## config.mk

```make
export PLATFORM = sky130hd
export DESIGN_NAME = trng_word_packer
export DESIGN_NICKNAME = d
export VERILOG_FILES = /design/src/rtl/trng_word_packer.sv
export SDC_FILE = /design/constraint.sdc
export NUM_CORES = 1
export LEC_CHECK = 0
export ABC_AREA = 1
export CAP_MARGIN = 20
export CORE_MARGIN = 2
export CORE_UTILIZATION = 35
export CTS_BUF_LIST = sky130_fd_sc_hd__clkbuf_4 sky130_fd_sc_hd__clkbuf_8
export DETAILED_ROUTE_END_ITERATION = 6
export GPL_TIMING_DRIVEN = 0
export PLACE_DENSITY = 0.64
export SYNTH_ARGS = -nofsm -noshare
export SYNTH_HDL_FRONTEND = slang
export SYNTH_SLANG_ARGS = --single-unit
```

## constraint.sdc

```tcl
create_clock -name clk -period 1.75 [get_ports clk]
set_input_delay 0.2625 -clock clk [delete_from_list [all_inputs] [get_ports clk]]
set_output_delay 0.2625 -clock clk [all_outputs]
set_load 0.02 [all_outputs]
```

## src/rtl/trng_word_packer.sv

```systemverilog
// Packs debiased TRNG bits MSB-first into words and buffers them in a FWFT FIFO.
// Optional repetition-count health test is compiled in with `define TRNG_REPCOUNT_EN.
module trng_word_packer #(
  parameter int WORD_W     = 8,
  parameter int FIFO_DEPTH = 4,
  parameter int RC_CUTOFF  = 32
) (
  input  logic                              clk,
  input  logic                              rst,
  input  logic                              bit_in,
  input  logic                              bit_valid,
  input  logic                              word_ready,
  input  logic                              overflow_clr,
  output logic [WORD_W-1:0]                 word_out,
  output logic                              word_valid,
  output logic                              fifo_full,
  output logic [$clog2(FIFO_DEPTH+1)-1:0]   fifo_level,
  output logic                              overflow,
  output logic                              health_fail
);

  localparam int LW = $clog2(FIFO_DEPTH + 1);
  localparam int PW = $clog2(FIFO_DEPTH);
  localparam int CW = $clog2(WORD_W);

  if (WORD_W < 2 || WORD_W > 32 || FIFO_DEPTH < 2 || FIFO_DEPTH > 16 ||
      (FIFO_DEPTH & (FIFO_DEPTH - 1)) != 0 || RC_CUTOFF < 2 || RC_CUTOFF > 255) begin : g_bad_cfg
    $error("trng_word_packer: parameter out of range");
  end

  typedef enum logic {
    FILL = 1'b0,
    HALT = 1'b1
  } state_t;

  state_t              state;
  logic [WORD_W-1:0]   sr;
  logic [CW-1:0]       cnt;
  logic [WORD_W-1:0]   mem [FIFO_DEPTH];
  logic [PW-1:0]       wr_ptr;
  logic [PW-1:0]       rd_ptr;
  logic [LW-1:0]       level;

  logic                accept;
  logic                rc_hit;
  logic                shift_en;
  logic                word_done;
  logic                pop;
  logic                push;
  logic                drop;
  logic [WORD_W-1:0]   word_next;

  assign accept    = bit_valid && (state == FILL);
  assign shift_en  = accept && !rc_hit;
  assign word_next = {sr[WORD_W-2:0], bit_in};
  assign word_done = shift_en && (cnt == CW'(WORD_W - 1));

  assign word_valid = (level != '0);
  assign fifo_full  = (level == LW'(FIFO_DEPTH));
  assign fifo_level = level;
  assign word_out   = word_valid ? mem[rd_ptr] : '0;

  // A full FIFO can still take a word when the head leaves on the same edge.
  assign pop  = word_valid && word_ready;
  assign push = word_done && (!fifo_full || pop);
  assign drop = word_done && fifo_full && !pop;

`ifdef TRNG_REPCOUNT_EN
  logic [7:0] run_cnt;
  logic [7:0] run_next;
  logic       last_bit;
  logic       hf;

  always_comb begin
    run_next = run_cnt;
    if (run_cnt == 8'd0 || bit_in != last_bit) begin
      run_next = 8'd1;
    end else if (run_cnt < 8'(RC_CUTOFF)) begin
      run_next = run_cnt + 8'd1;
    end
  end

  assign rc_hit      = accept && (run_next == 8'(RC_CUTOFF));
  assign health_fail = hf;

  always_ff @(posedge clk or posedge rst) begin
    if (rst) begin
      run_cnt  <= '0;
      last_bit <= 1'b0;
      hf       <= 1'b0;
    end else if (accept) begin
      run_cnt  <= run_next;
      last_bit <= bit_in;
      if (rc_hit) begin
        hf <= 1'b1;
      end
    end
  end
`else
  assign rc_hit      = 1'b0;
  assign health_fail = 1'b0;
`endif

  always_ff @(posedge clk or posedge rst) begin
    if (rst) begin
      state    <= FILL;
      sr       <= '0;
      cnt      <= '0;
      wr_ptr   <= '0;
      rd_ptr   <= '0;
      level    <= '0;
      overflow <= 1'b0;
    end else begin
      if (rc_hit) begin
        state <= HALT;
      end

      if (shift_en) begin
        if (word_done) begin
          cnt <= '0;
          sr  <= '0;
        end else begin
          cnt <= cnt + CW'(1);
          sr  <= word_next;
        end
      end

      if (push) begin
        wr_ptr <= wr_ptr + PW'(1);
      end
      if (pop) begin
        rd_ptr <= rd_ptr + PW'(1);
      end
      case ({push, pop})
        2'b10:   level <= level + LW'(1);
        2'b01:   level <= level - LW'(1);
        default: level <= level;
      endcase

      if (drop) begin
        overflow <= 1'b1;
      end else if (overflow_clr) begin
        overflow <= 1'b0;
      end
    end
  end

  always_ff @(posedge clk) begin
    if (push) begin
      mem[wr_ptr] <= word_next;
    end
  end

endmodule

```

==> run metrics <==
# setup viols final=3; Die ar.=between 6000 and 7000 µm²; remaining global-route overflow=0; routability cong.=between 0.7 and 0.8; Routed WL per cell=~14 µm; Final Hold Vio Count=0; Setup Crit Path Kind=flip-flop to output port; register area share after synthesis=roughly 65%; antenna viol nets, final=0; clock latency on the worst-skew pair=roughly 0.30 ns; Worst IR Drop VDD=roughly 0.89 mV; global-route wire length before repair=6600 µm; synthesized area per cell=~11 µm²; Worst EP arrival=1.52 ns; Synth top area share=between 40% and 50%; row count=28; crit path max fanout=7; Critical Path End Type=output port; synth top area cells=edfxtp_1 (44%), dfrtp_1 (21%), nor2_1 (6.5%), inv_1 (3.9%), ha_1 (3.4%); GRT Util Overall=between 10% and 20%; Leakage=1.20 nW; Slew Viols, Final=0; sw power=1.85 mW; Layout Utilization=about half; MaxCap Viol Count=0; CTS buffer count=5; drt drc=0; pin slew with the least headroom to its limit=0.701 ns; unrepaired setup endpoints after global routing=yes; die height=83.1 µm; CTS root buf=clkbuf_8; fin crit period=1.78 ns; Final Non-Filler Cells=323; synth warn=0; commonest cells in the netlist=nor2_1 (38), edfxtp_1 (32), inv_1 (23), dfrtp_1 (18), o21ai_1 (13); Fmax=between 500 and 600 MHz; Area Overhead vs Synth=35.1%; CP max stage cell=dfrtp_1; final worst-path setup slack=-0.0349 ns; final clock skew=between 0.005 and 0.006 ns; P_int=around 3.1 mW; Critical Path Max Stage Delay=between 0.3 and 0.4 ns; port bufs=19; IO Count=21; dpl cells=291; layout cell share with drive strength beyond 1=just over 30%; failing checks=setup timing; most common cell in the netlist=nor2_1; logic gate share of total power=between 50% and 60%; sw frac=roughly 38%; crit-path cells=buf_6, buf_8, nor2_2, nor2_1, o21ai_1, a21oi_1, buf_4; Max clock buf depth=2; dominant cell type by area after synthesis=edfxtp_1; Rel. slew slack=a little over half; Clock Power Share=about 17%; Hold Path Class=input pin to asynchronous set/reset pin; detailed router's first-iteration violation count=slightly below 60; fin nets=260; CTS tree=done; vias per cell=about 4.7; startpoint class of the critical path=flip-flop; TritonCTS sink count=50; hpwl dp=~2700 µm; Flop pwr share=approximately a third; WP data required=about 1.5 ns; WL final=around 4400 µm; synthesis-stage register bit count=50; initial antenna violation count=0; Post-synth EDFFs=32; syn_nets=210; total number of vias=between 1,500 and 2,000; async set-reset flop share out of synthesis=a little over a third; largest net degree at the start of global routing=19; outcome=finished with violations; Cells after Synth=roughly 200; clock-pin slew on the worst setup and hold paths=about 0.09 ns; pwr dens=1660 nW/µm²; Tcrit/Tclk final=102%; drt pass-1 iters=5; ys flop type=edfxtp_1; Core Region=about 6000 µm²; vias in the first global route=roughly 1,400; Die Span X=a little over 80 µm; post-synth cell types=27; H-tree levels=2; # diodes=0; initial core utilization=around 37%; Mapped Area=roughly 2200 µm²
path summary, 6_finish.rpt:
path                           start             to  slack, ns  depth (start not counted)
max                        rd_ptr[0]    word_out[2]      -0.03                          7
min                              rst         cnt[2]       0.37                          2
max reg2reg                   cnt[1]  fifo_level[1]       0.04                          8
min reg2reg                   cnt[1]         cnt[1]       0.51                          2
max in group asynchronous        rst  fifo_level[0]       0.90                          2
min in group clk              cnt[1]         cnt[1]       0.51                          2
power by group through the flow:
stage / logic [mW] / clock network, mW / registers (mW)
final: 2.51 / 0.817 / 1.59
after floorplan: 1.17 / 0 / 1.63
after detailed placement: 1.88 / 0 / 1.61
after global routing: 2.74 / 0.872 / 1.61
after CTS: 2.02 / 0.831 / 1.59
after global placement: 1.85 / 0 / 1.61
flip-flops by register name, indices dropped and copies added (netlist names):
register,flops
cnt,3
fifo_level,3
sr,7
overflow,1
mem,32
wr_ptr,2
rd_ptr,2
cell type report:
class / count / area, µm²
clock inverters: 2 / 37.5
inverters: 25 / 109
fillers: 549 / 3040
multi-input cells: 115 / 732
repair buffers: 43 / 422
clock buffers: 6 / 76.3
plain buffers: 7 / 71.3
flip-flops and latches: 50 / 1410
well taps: 75 / 93.8
layer usage:
metal / track usage, % / vias up / wire length, µm
met5: 0 / - / 0
met3: 2.98 / 7 / 138
met4: 4.62 / 0 / 72
li1: - / 752 / -
met2: 21.3 / 26 / 2250
met1: 15.0 / 725 / 1980
metrics by stage:
stage | TNS (ns) | cell area (µm²) | hold WS, ns | power (mW) | setup slack [ns]
2_1_floorplan | -0.0270 | 2190 | 0.201 | 2.80 | -0.0270
3_3_place_gp | -18.68 | 2470 | 0.467 | 3.45 | -0.543
3_5_place_dp | -19.58 | 2470 | 0.473 | 3.50 | -0.562
4_1_cts | -0.218 | 2700 | 0.394 | 4.44 | -0.0893
5_1_grt | -0.583 | 2950 | 0.450 | 5.23 | -0.0848
6_report | -0.0711 | 2950 | 0.365 | 4.92 | -0.0349
repair_timing:
item | in CTS | in global routing
cloned | 0 | 2
endpoints found under the setup margin | 44 | 42
gates resized for setup | 63 | 27
pin swaps | 3 | 13
buffers inserted | 7 | 15
hold buffers | 0 | 0
layout by cell type (no fill, tap or decap), types with 3 or more instances in the layout:
master,n
nand2_4,3
nand3_1,6
buf_4,27
buf_6,6
ha_1,4
o21ai_1,18
nor2_4,6
dfrtp_1,17
clkdlybuf4s50_1,8
edfxtp_1,32
a21oi_1,7
nand2_1,12
inv_1,20
nor2_2,4
o22ai_1,5
clkinvlp_4,3
nor2_1,30
clkbuf_8,5
cell families after synthesis:
group,after synthesis,share of synthesized area (%)
and+or+nand+nor,68,14.4
DFF,50,64.5
AOI/OAI and AO/OA,37,9.44
buffers and inverters,32,6.29
adders and majority gates,7,4.35
xor gates and xnor gates,2,0.801
other,1,0.171
worst max-delay path, delay by kind of cell, from the launching register on:
kind                   cells  cell delay [ns]
AO/OA/AOI/OAI              2             0.27
buffers and inverters      3             0.48
flip-flops                 1             0.36
AND/OR/NAND/NOR            2             0.12
No activity file was read; power rests on OpenSTA's default activity.
==> edit 1: new RTL, config.mk and constraints unchanged <==
The option `TRNG_REPCOUNT_EN` is turned on by a define.
--- a/src/rtl/trng_word_packer.sv
+++ b/src/rtl/trng_word_packer.sv
@@ -1,5 +1,7 @@
 // Packs debiased TRNG bits MSB-first into words and buffers them in a FWFT FIFO.
 // Optional repetition-count health test is compiled in with `define TRNG_REPCOUNT_EN.
+`define TRNG_REPCOUNT_EN
+
 module trng_word_packer #(
   parameter int WORD_W     = 8,
   parameter int FIFO_DEPTH = 4,
Behaviour: no difference found for any inputs over 10 cycles, from zero or initial values and one cycle with rst high; that may be too few to reach the edited logic, so the function may still have changed.
==> edit 1 against the original RTL <==
The run still ends with negative setup slack left. First-iteration DRC count grew 95%. Core utilization decreased by 0.13 points. Sequential share of layout area decreased by 5.9 points. Design area grew 35%. Routed wire length grew 43%. Total power is 17% higher. Sequential cell count increased by 10. Synthesized area grew 32%. Setup slack worse by 390 ps. Largest cell class unchanged.
==> edit 1: results (changes against the original RTL) <==
total CTS buffers=9 (+4); Clock Skews=13.4 ps (+7.85 ps); distinct cell type count after synthesis=33 (+22%); leakage=1.73 nW (+44%); Via density=4.66 (-0.27%); Syn Nets=307 (+46%); Final nets=373 (+43%); commonest cells in the netlist=nand2_1 (50), nor2_1 (46), edfxtp_1 (32), inv_1 (29), dfrtp_1 (28); # diodes=0 (unchanged); CTS H-Tree Depth=3 (+1); multiplexer share of the synthesized area=0 (unchanged); Setup CP Type=reg -> reg; clk buf depth=2 (unchanged); clock share of power=0.220 (+0.054); Clock Root Buffer=clkbuf_8; r2r startpoint=run_cnt[7]; Cell Int Power=3.56 mW (+16%); top flop regs=mem x32, run_cnt x8, sr x7; Post-DP HPWL=3920 um (+47%); Gate power share=0.432 (-0.079); slowest stage delay, CP=420 ps (+60 ps); largest net degree at the start of global routing=17 (-2); fill count=714 (+30%); R2R cell count=19 (+11); DRT iter0 DRCs=115 (+95%); asr flop ratio synth=0.467 (+0.107); Tot GR Track Use=0.152 (+0.0280); Worst VDD drop=0.548 mV (-39%); CP max stage cell=dfrtp_1; Setup TNS=-14,410 ps (-14,340 ps); clk_lat worst skew=340 ps (+40 ps); WL per Instance=13.6 um (-1.2%); Slew HR=0.514 (-0.0185); Area contributors post-synth=edfxtp_1 (33%), dfrtp_1 (24%), nand2_1 (6.5%); Seq/Total Area, Yosys=0.576 (-0.0694); violated checks=negative setup slack; critical-path maximum fanout=4 (-3); CP arrival=2420 ps (+900 ps); GP Congestion=0.857 (+14%); Compound-Gate Fraction of Synth Area=0.0789 (-0.0155); fraction of layout cells with a size suffix above 1=0.377 (+0.0669); router iterations before antenna repair=5 (unchanged); final setup fails=56 (+53); Fin. Hold Viols=0 (unchanged); outcome=complete, but fails checks; first-pass GRT wire length=10,200 um (+55%); EDFF count, synth=32 (unchanged); R2R Path End=fifo_level[2]; post-synthesis xor/xnor area fraction=0.0178 (+0.00977); worst setup margin=-420 ps (-385 ps); adder-cell share of the synthesized area=0.0416 (-0.00185); Yosys Warn Count=0 (unchanged); vias in the first global route=2,122 (+51%); Port Buffer Count=20 (+1)
-- edit 1: cell types whose count changed after synthesis, moves of 5 or more --
cell	change
dfrtp_1	+10
inv_1	+6
nand2_1	+38
nand3_1	+10
nor2_1	+8
o21ai_0	+15
o21ai_1	-11
o22ai_1	-5
-- edit 1: per-stage QoR --
stage	worst slack, ps	instance area [um^2]	total power, mW	cells	hold slack [ps]
3_3_place_gp	-1030	3250	3.90	417	460
6_report	-420	3980	5.76	468	336
4_1_cts	-426	3810	5.52	459	370
5_1_grt	-600	3980	6.14	468	414
2_1_floorplan	-445	2920	3.21	292	328
3_5_place_dp	-1040	3260	3.95	418	471
-- edit 1: area by class of cell --
| cell class | count | area [um^2] | share of cell area |
|---|---|---|---|
| clock buffer | 9 | 124 | 0.0311 |
| timing repair inverter | 1 | 3.75 | 0.000943 |
| sequential | 60 | 1670 | 0.419 |
| timing repair buffer | 56 | 548 | 0.138 |
| inverter | 35 | 144 | 0.0362 |
| multi-input combinational | 191 | 1230 | 0.309 |
| tap | 105 | 131 | 0.0330 |
| clock inverter | 7 | 75.1 | 0.0189 |
| buffer | 4 | 55.1 | 0.0138 |
-- edit 1: layer usage --
layer / vias to the layer above / share of wire / track usage
li1: 1093 / - / -
met1: 1035 / 0.43 / 0.176
met2: 40 / 0.52 / 0.261
met3: 14 / 0.034 / 0.0471
met4: 0 / 0.019 / 0.0592
met5: - / 0 / 0
-- edit 1: worst max-delay path: cells and delay by family (launching register included) --
family,cells,cell delay (ps)
DFF,1,420
buffers and inverters,4,230
adders and majority gates,1,350
and+or+nand+nor,14,1080
-- edit 1: repair_timing --
item,in CTS,in global routing
pin swaps,14,14
endpoints found under the setup margin,61,61
gates resized for setup,84,37
cloned,2,1
hold endpoints to repair,0,0
buffers inserted,25,9
==> edit 2: new RTL, same settings <==
Without the edit above. Register the output `fifo_level` once more, with the module's reset; this adds one clock of latency there. The other outputs are not delayed to match.
--- a/src/rtl/trng_word_packer.sv
+++ b/src/rtl/trng_word_packer.sv
@@ -57,7 +57,13 @@
 
   assign word_valid = (level != '0);
   assign fifo_full  = (level == LW'(FIFO_DEPTH));
-  assign fifo_level = level;
+  always_ff @(posedge clk or posedge rst) begin
+    if (rst) begin
+      fifo_level <= '0;
+    end else begin
+      fifo_level <= level;
+    end
+  end
   assign word_out   = word_valid ? mem[rd_ptr] : '0;
 
   // A full FIFO can still take a word when the head leaves on the same edge.
Check against the original RTL: not equivalent (Yosys sat finds a counterexample within 10 cycles, from zero or initial values and one cycle with rst high).
==> edit 2 against the original RTL <==
The flow still finishes with violations (negative setup slack). Clock power is 19% lower. Sequential power is 7% higher. Routed wire length is 0.65% lower. Total power is 4.4% lower. Clock skew is 4.2 ps higher. Fmax is 0.48% higher. Global-route usage is 0.56 points higher. Synthesized area is 5.3% higher. Design area is 2.0% lower. Setup slack better by 8.5 ps. Sequential cell count is 3 higher.
==> edit 2: results (changes against the original RTL) <==
Worst Tran Pin Value=799 ps (+98.1 ps); NetSw=1.84 mW (-0.25%); largest net degree at the start of global routing=22 (+3); pre-CTS setup slack=-466 ps (+96.5 ps); Post-DP HPWL=2750 um (+3.3%); worst setup margin=-26.4 ps (+8.49 ps); placed insts=295 (+1.4%); total CTS buffers=5 (unchanged); leakage=1.17 nW (-2.9%); first-pass GRT wire length=7150 um (+8.4%); M1 WL=1990 um (+0.40%); Seq/Total Area, Yosys=0.646 (about the same); router iterations before antenna repair=4 (-1); CP max stage cell=dfrtp_1; Area contributors post-synth=edfxtp_1 (42%), dfrtp_1 (23%), nor2_1 (6.2%); clk_lat worst skew=310 ps; uppermost routed layer=met4; M3 GR Usage=0.0243 (-0.00550); initial antenna violation count=0 (unchanged); Via density=4.68 (+0.11%); launch point of the worst path=rd_ptr[1]; worst hold-check path type=in -> async; final wirelength=4410 um (-0.65%); vias in the first global route=1,458 (+3.8%); R2R Path End=level[1]; DRT iter0 DRCs=72 (+22%); GR Util met2=0.214 (+0.00188); commonest cells in the netlist=nor2_1 (38), edfxtp_1 (32), inv_1 (22), dfrtp_1 (21), nand2_1 (12); Final nets=254 (-2.3%); asr flop ratio synth=0.396 (+0.0362); GP Congestion=0.719 (-4.8%); fill count=573 (+4.4%); violated checks=negative setup slack; EDFF count, synth=32 (unchanged); average cell area after synthesis=11.6 um^2 (+4.2%); adder-cell share of the synthesized area=0.0413 (-0.00217); post-synthesis xor/xnor area fraction=0.00761 (-0.000400); met2 WL=2170 um (-3.8%); Syn Nets=212 (+0.95%); met1 usage=0.167 (+0.0165); Worst VDD drop=0.826 mV (-7.6%); Clock Skews=9.80 ps (+4.23 ps); end point of the critical path=word_out[7]; Post-Layout Cell Count=319 (-1.2%); final setup fails=3 (unchanged); Tot GR Track Use=0.129 (+0.00555); Hold Slack=400 ps (+34.4 ps); outcome=complete, but fails checks; slowest stage delay, CP=380 ps (+20 ps); distinct cell type count after synthesis=30 (+11%); R2R cell count=8 (unchanged); Post-synth top flop=edfxtp_1; Yosys Warn Count=0 (unchanged); fraction of layout cells with a size suffix above 1=0.293 (-0.0171); Compound-Gate Fraction of Synth Area=0.0897 (-0.00472); met3 WL=183 um (+33%); # diodes=0 (unchanged)
edit 2: area by class of cell:
cell class,count,area [um^2],share of cell area
Timing Repair Buffer,35,295,0.102
Clock inverter,3,17.5,0.00605
Multi-Input combinational cell,114,737,0.255
Tap cell,77,96.3,0.0333
Inverter,25,116,0.0402
Sequential cell,53,1490,0.514
Buffer,7,76.3,0.0264
Clock buffer,5,68.8,0.0238
edit 2: power by group through the flow:
stage	clock network, mW	logic [mW]	registers, mW
final	0.665	2.33	1.70
after CTS	0.675	1.96	1.71
after detailed placement	0	1.93	1.74
after global placement	0	1.89	1.72
after global routing	0.717	2.56	1.73
after floorplan	0	1.21	1.74
edit 2: stage by stage:
step                      cell area, um^2  TNS, ps
after floorplan                      2300    -2.97
after global placement               2590   -15130
after detailed placement             2590   -17050
after CTS                            2730     -830
after global routing                 2900     -656
final                                2900    -33.3
edit 2: what timing repair did:
action | 4_1_cts | 5_1_grt
pin swaps | 1 | 12
resized for setup | 52 | 25
setup buffers | 4 | 12
setup endpoints to repair | 44 | 24
